==> src/rtl/video_crtc_timing_pkg.sv <==
// Shared types and constants for the CRTC timing generator.
package video_crtc_timing_pkg;

   localparam int CRTC_MA_WIDTH = 14;
   localparam int CRTC_RA_WIDTH = 5;

   typedef enum logic [1:0] {
      CRTC_VS_PRE_FRAME = 2'd0,
      CRTC_VS_ACTIVE    = 2'd1,
      CRTC_VS_ADJUST    = 2'd2
   } crtc_vstate_t;

endpackage

==> src/rtl/video_crtc_timing_sync_pulse.sv <==
// Sync pulse generator: a start strobe raises the pulse, which then lasts
// 'width' steps; a width of zero disables the pulse entirely.
module video_crtc_sync_pulse (
   input  logic       wb_clock_i,
   input  logic       wb_reset_i,
   input  logic       step,
   input  logic       start,
   input  logic [4:0] width,
   output logic       pulse
);
   import video_crtc_timing_pkg::*;

   logic       pulse_r;
   logic [4:0] count_r;
   logic       done_s;
   logic       fire_s;

   assign done_s = (count_r >= width);
   // A start seen while a pulse is still running is ignored, so a long sync spans frames.
   assign fire_s = start && (width != 5'd0) && (!pulse_r || done_s);

   // Pulse state and elapsed-step counter
   always_ff @(posedge wb_clock_i) begin
      if (wb_reset_i) begin
         pulse_r <= 1'b0;
         count_r <= 5'd0;
      end else if (step) begin
         if (fire_s) begin
            pulse_r <= 1'b1;
            count_r <= 5'd1;
         end else if (pulse_r && done_s) begin
            pulse_r <= 1'b0;
            count_r <= 5'd0;
         end else if (pulse_r) begin
            count_r <= count_r + 5'd1;
         end else begin
            count_r <= 5'd0;
         end
      end else begin
         pulse_r <= pulse_r;
      end
   end

   assign pulse = pulse_r;

endmodule

==> src/rtl/video_crtc_timing.sv <==
// MC6845-style character/scanline timing: walks h/row/ra counters per
// character strobe and registers MA, RA, DE and sync outputs.
module video_crtc_timing
   import video_crtc_timing_pkg::*;
#(
   parameter int MA_WIDTH = CRTC_MA_WIDTH
) (
   input  logic                wb_clock_i,
   input  logic                wb_reset_i,
   input  logic                clk_en_i,
   input  logic [7:0]          r0_h_total_i,
   input  logic [7:0]          r1_h_displayed_i,
   input  logic [7:0]          r2_h_sync_pos_i,
   input  logic [3:0]          r3_h_sync_width_i,
   input  logic [4:0]          r3_v_sync_width_i,
   input  logic [6:0]          r4_v_total_i,
   input  logic [4:0]          r5_v_adjust_i,
   input  logic [6:0]          r6_v_displayed_i,
   input  logic [6:0]          r7_v_sync_pos_i,
   input  logic [4:0]          r9_max_scan_line_i,
   input  logic [13:0]         r1213_start_addr_i,
   output logic [MA_WIDTH-1:0] ma_o,
   output logic [4:0]          ra_o,
   output logic                de_o,
   output logic                hsync_o,
   output logic                vsync_o,
   output logic                line_start_o,
   output logic                frame_start_o
);

   crtc_vstate_t          vstate_r, vstate_s;
   logic [7:0]            h_r, h_s;
   logic [6:0]            row_r, row_s;
   logic [4:0]            ra_r, ra_s;
   logic [4:0]            adj_r, adj_s;
   logic [MA_WIDTH-1:0]   row_start_r, row_start_s;
   logic [MA_WIDTH-1:0]   ma_r;
   logic                  de_r, line_start_r, frame_start_r;
   logic                  line_start_s, frame_start_s, new_frame_s, eol_s;
   logic                  de_s, hs_start_s, vs_start_s;

   // Next-state decode for the character and vertical counters
   always_comb begin
      vstate_s      = vstate_r;
      h_s           = h_r;
      row_s         = row_r;
      ra_s          = ra_r;
      adj_s         = adj_r;
      row_start_s   = row_start_r;
      line_start_s  = 1'b0;
      frame_start_s = 1'b0;
      new_frame_s   = 1'b0;
      eol_s         = (h_r >= r0_h_total_i);
      case (vstate_r)
         CRTC_VS_ACTIVE: begin
            if (eol_s) begin
               h_s          = 8'd0;
               line_start_s = 1'b1;
               if (ra_r >= r9_max_scan_line_i) begin
                  row_start_s = row_start_r + MA_WIDTH'(r1_h_displayed_i);
                  if (row_r >= r4_v_total_i) begin
                     if (r5_v_adjust_i != 5'd0) begin
                        vstate_s = CRTC_VS_ADJUST;
                        ra_s     = ra_r + 5'd1;
                        adj_s    = 5'd0;
                     end else begin
                        new_frame_s = 1'b1;
                     end
                  end else begin
                     row_s = row_r + 7'd1;
                     ra_s  = 5'd0;
                  end
               end else begin
                  ra_s = ra_r + 5'd1;
               end
            end else begin
               h_s = h_r + 8'd1;
            end
         end
         CRTC_VS_ADJUST: begin
            if (eol_s) begin
               h_s          = 8'd0;
               line_start_s = 1'b1;
               if (({1'b0, adj_r} + 6'd1) >= {1'b0, r5_v_adjust_i}) begin
                  new_frame_s = 1'b1;
               end else begin
                  adj_s = adj_r + 5'd1;
                  ra_s  = ra_r + 5'd1;
               end
            end else begin
               h_s = h_r + 8'd1;
            end
         end
         default: new_frame_s = 1'b1;
      endcase
      if (new_frame_s) begin
         vstate_s      = CRTC_VS_ACTIVE;
         h_s           = 8'd0;
         row_s         = 7'd0;
         ra_s          = 5'd0;
         adj_s         = 5'd0;
         row_start_s   = MA_WIDTH'(r1213_start_addr_i);
         line_start_s  = 1'b1;
         frame_start_s = 1'b1;
      end else begin
         frame_start_s = 1'b0;
      end
   end

   assign de_s       = (h_s < r1_h_displayed_i) && (row_s < r6_v_displayed_i) &&
                       (vstate_s == CRTC_VS_ACTIVE);
   assign hs_start_s = (h_s == r2_h_sync_pos_i);
   assign vs_start_s = line_start_s && (vstate_s == CRTC_VS_ACTIVE) &&
                       (row_s == r7_v_sync_pos_i) && (ra_s == 5'd0);

   // State and output registers; the one-shot pulses clear between strobes
   always_ff @(posedge wb_clock_i) begin
      if (wb_reset_i) begin
         vstate_r      <= CRTC_VS_PRE_FRAME;
         h_r           <= 8'd0;
         row_r         <= 7'd0;
         ra_r          <= 5'd0;
         adj_r         <= 5'd0;
         row_start_r   <= '0;
         ma_r          <= '0;
         de_r          <= 1'b0;
         line_start_r  <= 1'b0;
         frame_start_r <= 1'b0;
      end else if (clk_en_i) begin
         vstate_r      <= vstate_s;
         h_r           <= h_s;
         row_r         <= row_s;
         ra_r          <= ra_s;
         adj_r         <= adj_s;
         row_start_r   <= row_start_s;
         ma_r          <= row_start_s + MA_WIDTH'(h_s);
         de_r          <= de_s;
         line_start_r  <= line_start_s;
         frame_start_r <= frame_start_s;
      end else begin
         line_start_r  <= 1'b0;
         frame_start_r <= 1'b0;
      end
   end

   video_crtc_sync_pulse u_hsync (
      .wb_clock_i (wb_clock_i),
      .wb_reset_i (wb_reset_i),
      .step       (clk_en_i),
      .start      (hs_start_s),
      .width      ({1'b0, r3_h_sync_width_i}),
      .pulse      (hsync_o)
   );

   // Vertical sync is measured in scanlines, so it only steps at line starts.
   video_crtc_sync_pulse u_vsync (
      .wb_clock_i (wb_clock_i),
      .wb_reset_i (wb_reset_i),
      .step       (clk_en_i && line_start_s),
      .start      (vs_start_s),
      .width      (r3_v_sync_width_i),
      .pulse      (vsync_o)
   );

   assign ma_o          = ma_r;
   assign ra_o          = ra_r;
   assign de_o          = de_r;
   assign line_start_o  = line_start_r;
   assign frame_start_o = frame_start_r;

endmodule

==> config.mk <==
export PLATFORM = sky130hd
export DESIGN_NAME = video_crtc_timing
export DESIGN_NICKNAME = d
export VERILOG_FILES = /design/src/rtl/video_crtc_timing_pkg.sv /design/src/rtl/video_crtc_timing_sync_pulse.sv /design/src/rtl/video_crtc_timing.sv
export SDC_FILE = /design/constraint.sdc
export NUM_CORES = 1
export LEC_CHECK = 0
export ABC_AREA = 0
export CAP_MARGIN = 10
export CORE_MARGIN = 2
export CORE_UTILIZATION = 30
export CTS_BUF_LIST = sky130_fd_sc_hd__clkbuf_4 sky130_fd_sc_hd__clkbuf_8
export CTS_CLUSTER_SIZE = 12
export DETAILED_ROUTE_END_ITERATION = 8
export GPL_ROUTABILITY_DRIVEN = 0
export SLEW_MARGIN = 40
export SYNTH_ARGS = -nofsm -noshare
export SYNTH_HDL_FRONTEND = slang
export SYNTH_SLANG_ARGS = --single-unit
==> constraint.sdc <==
create_clock -name wb_clock_i -period 6.3 [get_ports wb_clock_i]
set_input_delay 0.63 -clock wb_clock_i [delete_from_list [all_inputs] [get_ports wb_clock_i]]
set_output_delay 0.63 -clock wb_clock_i [all_outputs]
set_load 0.05 [all_outputs]
Yosys cells after proc, flatten, opt, wreduce, memory -nomap -nowiden. Index checks and enable logic that the tools add are counted.

Register bits: 70. Input port bits: 81. Output and inout port bits: 24. Word-level logic and storage cells: 126.

$add $sub $neg: 9. Magnitude comparators: 8. Equality and inequality tests: 11. Multiplexer cells: 55. Bitwise logic cells: 1. Reductions and logical operators: 28.

Operators by type and width (count): $mux W5 (20); $mux W14 (4); $mux W7 (5); $add A14 B8 Y14 (2); $mux W8 (3); $add A5 B1 Y5 const B (4); $pmux W5 S2 (2); $ne A3 B3 Y1 const B (6); $reduce_bool A5 Y1 (3); $mux W1 (14); $logic_and A1 B1 Y1 (12); $mux W2 (6); $ge A5 B5 Y1 (2); $add A8 B1 Y8 const B (1); $eq A8 B8 Y1 (1); $ge A8 B8 Y1 (1); $lt A8 B8 Y1 (1); $reduce_and A8 Y1 (1); $add A7 B1 Y7 const B (1); $eq A7 B7 Y1 (1); $ge A7 B7 Y1 (1); $lt A7 B7 Y1 (1); $add A5 B1 Y6 const B (1); $ge A6 B5 Y1 (1); 12 further kinds (18).

Depth between registers and ports, before layout. Gate-level depths: netlist of run 1.

Depth in word-level cells: 15. Gate-level depth with buffers: 23. Gate-level depth less buffers: 22.

Cells and area by module. Synthesis of run 1 repeated with hierarchy kept, for this count alone.

Cell total of the unflattened synthesis: 739. Area, all modules: 5864.4 µm².

Modules (own cells, without submodules): video_crtc_timing (instances 1, cells each 647, area an instance 5043.6 µm²); video_crtc_sync_pulse (instances 2, cells each 46, area an instance 410.4 µm²).

Least setup slack after synthesis of run 1. No wires, ideal clock.

Path kind: reg-to-reg. From: reg ra_r[0], in the netlist ra_o[0]. To: reg ma_r[12], in the netlist ma_o[12]. Data arrival time: 4217 ps. Required time: 6163 ps. Setup slack: 1946 ps. Stages on the path, launching flop included: 22. Path through: dfxtp_1 > inv_1 > ha_1 > nor3b_1 > o21ai_2 > o21ai_2 > buf_2 > nor2_1 > buf_1 > mux2i_1 > o21ai_0 > ha_1 > fa_1 > a21o_1 > a21oi_1 > nor2b_1 > o21ai_0 > a21oi_1 > o211a_1 > nand4_1 > xor2_1 > a211oi_1.

Cells in the longest elaborated chain, start to end: 6.

Ends and longest elaborated chain: from (decl) (RTL line video_crtc_timing.sv:34) `logic [4:0] ra_r, ra_s;`; from (signal assigned) (RTL line video_crtc_timing.sv:133) `ra_r <= ra_s;`; $ge A5 B5 Y1 (*) (RTL line video_crtc_timing.sv:59) `if (ra_r >= r9_max_scan_line_i) begin`; $mux W1 or $mux W14 (tied branches) (RTL line video_crtc_timing.sv:59); $mux W1 or $mux W14 (tied branches) (RTL line video_crtc_timing.sv:56) `if (eol_s) begin`; $pmux W1 S2 or $mux W14 (tied branches) (RTL line video_crtc_timing.sv:54) `case (vstate_r)`; $mux W14 (*) (RTL line video_crtc_timing.sv:96) `if (new_frame_s) begin`; via row_start_s[0] (RTL line video_crtc_timing.sv:36) `logic [MA_WIDTH-1:0] row_start_r, row_start_s;`; $add A14 B8 Y14 (*) (RTL line video_crtc_timing.sv:136) `ma_r <= row_start_s + MA_WIDTH'(h_s);`; to (signal assigned) (RTL line video_crtc_timing.sv:136); to (decl) (RTL line video_crtc_timing.sv:37) `logic [MA_WIDTH-1:0] ma_r;`.

Mark *: on every way through the listed nets, which the timed path passes. The rest lies on a longest branch. A chain may end at the register's enable or synchronous reset.

Worst setup path after layout of run 1.
From: in r0_h_total_i[7]. To: reg ma_r[12], in the netlist ma_o[12].

Cells in the longest elaborated chain, start to end: 5.

Ends and longest elaborated chain: from (decl) (RTL line video_crtc_timing.sv:11) `input logic [7:0] r0_h_total_i,`; $ge A8 B8 Y1 (*) (RTL line video_crtc_timing.sv:53) `eol_s = (h_r >= r0_h_total_i);`; $mux W1 (tied with other cells) (RTL line video_crtc_timing.sv:81) `if (eol_s) begin`; $pmux W1 S2 or $mux W14 (tied branches) (RTL line video_crtc_timing.sv:54); $mux W14 (*) (RTL line video_crtc_timing.sv:96); via row_start_s[0] (RTL line video_crtc_timing.sv:36); $add A14 B8 Y14 (*) (RTL line video_crtc_timing.sv:136).

Marked as above.

==> impl_metrics.py, run 1 <==
metrics = {
    "pwr": {
        "powerDensity_nw_per_um2": 159,
        "leakagePower_nw": 3.14,
        "ir_drop_mv": 0.0964,
    },
    "setup_path": {
        "cpPeakStageDelay_ns": 0.68,
        "crit_family": "compound AO/OA/AOI/OAI gates",
        "r2r_cells": 19,
        "cp_slowest_cell": "o31ai_1",
        "start_kind": "input port",
        "reg2reg_from": "h_r[0]",
        "rr_endpoint": "ma_o[12]",
        "ff2ff_setup_slack_ns": 1.51,
        "arrival_ns": 5.32,
        "critPathKind": "in -> reg",
        "crit_start": "r0_h_total_i[7]",
        "crit_chain": "clkdlybuf4s50_1 > inv_1 > ha_1 > and3_1 > nand2_1 > o31ai_1 > nor2_2 > nor2_8 > o21ai_0 > ha_1 > fa_1 > a21o_1 > a21oi_1 > nor2b_1 > o21ai_0 > a21oi_1 > o211a_1 > nand4_1 > xor2_1 > a211oi_1",
        "end_kind": "register",
        "required_ns": 6.51,
        "crit_fanout": 28,
        "crit_buf_inv": 2,
    },
    "cts": {
        "cts_sinks": 70,
        "cts_resized": 0,
        "cts_buffer_depth": 2,
        "postCtsSetupBuffers": 0,
        "clk_latency_ns": 0.37,
        "cts_buffers": 9,
        "htree_levels": 3,
        "cts_hold_buf": 0,
        "clockRootBuffer": "clkbuf_8",
        "clk_transition_reported_paths_ns": 0.08,
        "cts_tree": "yes",
    },
    "timing": {
        "slew_headroom_pct": 46.9,
        "max_freq_ghz": 0.196,
        "rsz0062_at_grt": "false",
        "tightest_slew_ns": 0.789,
        "fin_tns_setup_ns": 0,
        "min_period_over_period_pct": 81.1,
        "period_minus_slack_ns": 5.11,
        "finalHoldViolations": 0,
        "setup_viol": 0,
        "final_max_slew_viol_count": 0,
        "fin_skew_ns": 0.0123,
    },
    "placed_design": {
        "portBuffers": 104,
        "hpwl_um": 14200,
    },
    "yosys": {
        "synthAdderAreaFrac_pct": 15.1,
        "ys_async_sr_fraction_pct": 0,
        "syn_area_per_cell_um2": 7.96,
        "synth.area.mux_share_pct": 6.56,
        "synth_top_family_by_area": "simple AND/OR/NAND/NOR gates",
        "synthXorXnorAreaFrac_pct": 6.70,
        "synth_compound_area_share_pct": 20.9,
        "yosysUniqueCellTypes": 79,
        "synthCells": 771,
        "synthSimpleGateAreaFrac_pct": 22.6,
        "seq_area_frac_synth_pct": 22.8,
        "synth_ff_type": "dfxtp_1",
        "synth-edff-count": 0,
        "synth.net_count": 925,
        "synth_seq_cells": 70,
        "yosys_warnings": 0,
        "synth_area_um2": 6140,
    },
    "die": {
        "die_h_um": 147,
        "die-area_um2": 21600,
        "fp.dieW_um": 147,
        "io_pins": 105,
        "start_util_pct": 30.4,
        "core_region_area_um2": 20200,
        "rows": 52,
    },
    "global_routing": {
        "grt_pass1_vias": 5791,
        "overflow": 0,
        "grt_antenna_before_repair": 0,
        "grt_max_degree": 66,
        "grt_usage_pct": 17.2,
        "grt_pass1_wl_um": 30100,
    },
    "final_layout": {
        "drive_gt1_share_pct": 5.86,
        "insertedDiodeCount": 0,
        "area_delta_synth_final_pct": 24.3,
        "final_util_pct": 37.8,
        "nets": 1020,
    },
    "route": {
        "route.detailed.drc": 0,
        "ant_nets": 0,
        "drt_iter0_drc": 480,
        "drtPass1Iterations": 5,
        "routedWlPerCell_um": 16.1,
        "via_count": 5950,
        "postRouteWirelength_um": 18400,
        "viasPerCell": 5.22,
    },
    "min_path": {
        "min-delay-start": "de_o",
        "hold_depth": 1,
        "min_to": "de_o",
        "hold_class": "reg -> reg",
    },
    "run_status": {
        "outcome": "finished, final reports clean",
    },
    "flow_run": {
        "maxCapViolations": 0,
    },
}
[cell usage in the layout, fill, tap and decap left out, drive strengths merged, types with 11 or more instances in the layout]
| cell | n |
|---|---|
| mux2i | 38 |
| a211oi | 13 |
| a21o | 12 |
| xor2 | 25 |
| a21oi | 39 |
| nand3 | 25 |
| nor2b | 11 |
| dfxtp | 70 |
| xnor2 | 22 |
| clkdlybuf4s50 | 102 |
| nand2 | 46 |
| ha | 71 |
| o21ai | 36 |
| inv | 57 |
| clkbuf | 12 |
| nor3 | 18 |
| a31oi | 15 |
| nor2 | 94 |
| nand4 | 18 |
| nand2b | 12 |
[flip-flops by register name, indices dropped and copies added, names as in the netlist]
register	cells
frame_start_o	1
ma_o	14
adj_r	5
u_hsync.pulse	1
de_o	1
u_vsync.pulse	1
row_start_r	14
u_vsync.count_r	5
line_start_o	1
row_r	7
h_r	8
u_hsync.count_r	5
vstate_r	2
ra_o	5
[kinds of logic (layout without fill, tap and decap cells)]
| group | after synthesis | after routing |
|---|---|---|
| fa+ha+maj | 73 | 73 |
| flops | 70 | 70 |
| buf+inv | 85 | 184 |
| simple gates | 271 | 271 |
| compound gates | 185 | 185 |
| mux | 40 | 40 |
| xor+xnor | 47 | 47 |
[through the flow]
step / area (um^2) / cells / hold WS [ns] / setup WS [ns] / total power [W]
2_1_floorplan: 6140 / 771 / 0.460 / 1.95 / 0.000736
3_3_place_gp: 7450 / 1125 / 0.459 / 1.03 / 0.000872
3_5_place_dp: 7450 / 1125 / 0.458 / 0.848 / 0.000875
4_1_cts: 7630 / 1140 / 0.477 / 1.24 / 0.00123
5_1_grt: 7630 / 1140 / 0.497 / 0.737 / 0.00129
6_report: 7630 / 1140 / 0.479 / 1.19 / 0.00121
[how the worst max path moves through the flow]
stage | end | slack, ns | depth (start not counted)
final | ma_o[12] | 1.19 | 20
after detailed placement | ma_o[12] | 0.85 | 20
after floorplan | ma_o[12] | 1.95 | 21
after global placement | ma_o[12] | 1.03 | 20
after global routing | ma_o[12] | 0.74 | 20
after CTS | ma_o[12] | 1.24 | 20
[synthesized netlist by cell type (all sizes together) (3+ instances only)]
cell     number  area, um^2
a221o         3        30.0
nand4b        4        35.0
clkbuf       18        67.6
a211oi       13        97.6
o21ai        36         191
o31ai         6        50.1
a2111oi       4        35.0
o31a          5        52.6
a31oi        15         106
or3           3        18.8
or4           6        52.6
mux2i        38         380
buf           9        38.8
a21oi        39         195
nor2         94         372
and2          3        18.8
o21a          9        75.1
and3         10        62.6
nand3        25         125
nor2b        11        68.8
nand4        18         128
xnor2        22         193
inv          57         214
o211ai        6        45.0
xor2         25         219
dfxtp        70        1400
a22oi         3        22.5
a21o         12        90.1
o22ai         3        18.8
nor4         10        68.8
o21bai        4        30.0
nand2        46         175
nor3         18         101
ha           71         888
or2           4        25.0
nand2b       12        75.1
[worst register-to-register path: stages (launching register included)]
cell,delay (ns)
dfxtp_1,0.46
inv_1,0.08
ha_1,0.28
nor2b_1,0.05
o21a_1,0.19
o31ai_1,0.65
nor2_2,0.29
nor2_8,0.44
o21ai_0,0.21
ha_1,0.25
fa_1,0.41
a21o_1,0.17
a21oi_1,0.23
nor2b_1,0.08
o21ai_0,0.22
a21oi_1,0.14
o211a_1,0.15
nand4_1,0.10
xor2_1,0.15
a211oi_1,0.08
[final cells by class]
class                           instances  area [um^2]
Tap cell                              270          338
Fill cell                            2131        12500
Inverter                               58          218
Clock buffer                           12          159
Timing Repair Buffer                  111         1080
Multi-Input combinational cell        616         4410
Clock inverter                          3         20.0
Sequential cell                        70         1400
[power by group]
part / total [W] / switching [W] / leakage [nW] / internal [W]
logic: 0.000386 / 0.000222 / 2.48 / 0.000164
clock network: 0.000347 / 0.000181 / 0.0879 / 0.000166
registers: 0.000479 / 0.0000163 / 0.570 / 0.000463
[per-layer routing]
metal  up-vias  track usage (%)  part of all wire, %
li1       2991                -                    -
met1      2754             23.7                   47
met2       190             28.3                   46
met3        15             3.54                  6.2
met4         0             2.88                  1.0
met5         -                0                    0
(Power assumes the default switching activity.)
==> inputs of run 2 (changes only) <==
Clock period 6.3 ns to 4.56 ns, I/O delays scaled along.
==> impl_metrics.py, run 2 (synthesized netlist as in run 1, its figures left out) <==
metrics = {
    "run_status": {
        "outcome": "finished, final reports clean",
    },
    "setup_path": {
        "cp_num_cells": 22,
        "crit_chain": "ha_2 > nand3_1 > xnor2_2 > ha_1 > a21o_1 > a2bb2oi_1 > o311a_1 > buf_4 > o31ai_2 > nand2_1 > o211ai_1 > nand2_1 > ha_1 > a21o_1 > a21oi_1 > nor2b_1 > o31a_1 > nor3_1 > o21bai_1 > nand4_4 > xor2_1 > a211oi_1",
        "start_kind": "register",
        "crit_buf_inv": 1,
        "crit_family": "compound AO/OA/AOI/OAI gates",
        "cp_slowest_cell": "dfxtp_1",
        "crit_fanout": 4,
        "cpPeakStageDelay_ns": 0.38,
        "r2r_cells": 22,
        "arrival_ns": 4.50,
        "critPathKind": "reg -> reg",
        "end_kind": "register",
        "required_ns": 4.78,
    },
    "cts": {
        "clk_latency_ns": 0.37,
        "cts_buffer_depth": 2,
        "clockRootBuffer": "clkbuf_8",
        "cts_hold_buf": 0,
        "htree_levels": 3,
        "cts_buffers": 9,
        "cts_tree": "yes",
        "cts_sinks": 70,
        "clk_transition_reported_paths_ns": 0.08,
    },
    "die": {
        "start_util_pct": 30.4,
        "die-area_um2": 21600,
        "rows": 52,
        "io_pins": 105,
        "core_region_area_um2": 20200,
        "fp.dieW_um": 147,
        "die_h_um": 147,
    },
    "timing": {
        "min_period_over_period_pct": 94.0,
        "period_minus_slack_ns": 4.28,
        "max_freq_ghz": 0.233,
        "fin_skew_ns": 0.0123,
        "tightest_slew_ns": 0.751,
        "final_max_slew_viol_count": 0,
        "fin_tns_setup_ns": 0,
        "finalHoldViolations": 0,
        "setup_ws_ns": 0.275,
        "setup_viol": 0,
        "rsz0062_at_grt": "false",
        "slew_headroom_pct": 49.9,
    },
    "final_layout": {
        "fillers": 2122,
        "insertedDiodeCount": 0,
        "drive_gt1_share_pct": 9.24,
        "area_delta_synth_final_pct": 28.3,
        "final_util_pct": 39.1,
        "final_cell_mix": "clkdlybuf4s50_1, nor2_1, ha_1",
        "nets": 1047,
        "final_common_cell": "clkdlybuf4s50_1",
        "layout.cells.non_filler": 1168,
    },
    "global_routing": {
        "grt_max_degree": 65,
        "grt_pass1_vias": 5761,
        "grt_usage_pct": 17.4,
        "grt_pass1_wl_um": 30100,
        "overflow": 0,
        "grt_antenna_before_repair": 0,
    },
    "route": {
        "drt_iter0_drc": 376,
        "route.detailed.drc": 0,
        "via_count": 5990,
        "drtPass1Iterations": 5,
        "met3_length_um": 1010,
        "wl_met2_um": 8390,
        "postRouteWirelength_um": 18700,
        "viasPerCell": 5.13,
        "wl_met1_um": 8940,
        "topRoutingLayerUsed": "met4",
        "ant_nets": 0,
        "routedWlPerCell_um": 16.0,
    },
    "pwr": {
        "powerDensity_nw_per_um2": 224,
        "leakagePower_nw": 3.30,
        "p_total_w": 0.00177,
        "ir_drop_mv": 0.111,
    },
    "flow_run": {
        "maxCapViolations": 0,
    },
    "placed_design": {
        "preCtsSetupSlack_ns": -0.0245,
        "portBuffers": 104,
        "hpwl_um": 14500,
        "dpl.cell_count": 1151,
    },
    "min_path": {
        "hold_class": "reg -> reg",
        "hold_depth": 1,
    },
}
-- run 2: stage by stage --
step / hold slack (ns) / cell area [um^2]
after floorplan: 0.460 / 6140
after global placement: 0.453 / 7650
after global routing: 0.486 / 7880
final: 0.484 / 7880
after detailed placement: 0.458 / 7650
after CTS: 0.479 / 7850
-- run 2: timing repair --
action / 4_1_cts / 5_1_grt
gates resized for setup: 0 / 5
setup endpoints to repair: 0 / 7
buffers inserted: 0 / 1
-- run 2: power breakdown --
group	internal (W)	switching [W]	leakage, nW
Combinational	0.000245	0.000317	2.62
Sequential	0.000640	0.0000217	0.571
Clock	0.000286	0.000257	0.110
Total	0.00117	0.000596	3.30
-- run 2: final timing paths --
kind / start / endpoint / slack (ns)
hold reg to reg: de_o / de_o / 0.48
setup reg to reg: adj_r[1] / ma_o[11] / 0.28
setup / recovery: adj_r[1] / ma_o[11] / 0.28
hold / removal: de_o / de_o / 0.48
-- run 2: final cells by class --
class | instances | area (um^2) | area share (%)
multi-input combinational | 616 | 4430 | 56.2
tap | 270 | 338 | 4.29
inverter | 58 | 218 | 2.76
sequential | 70 | 1400 | 17.8
clock inverter | 4 | 45.0 | 0.572
clock buffer | 12 | 159 | 2.02
timing repair buffer | 138 | 1290 | 16.3
-- run 2: metal layers --
| metal | GRT usage [%] | vias up |
|---|---|---|
| met5 | 0 | - |
| li1 | - | 3049 |
| met3 | 3.60 | 20 |
| met4 | 5.00 | 0 |
| met1 | 23.8 | 2739 |
| met2 | 27.8 | 182 |
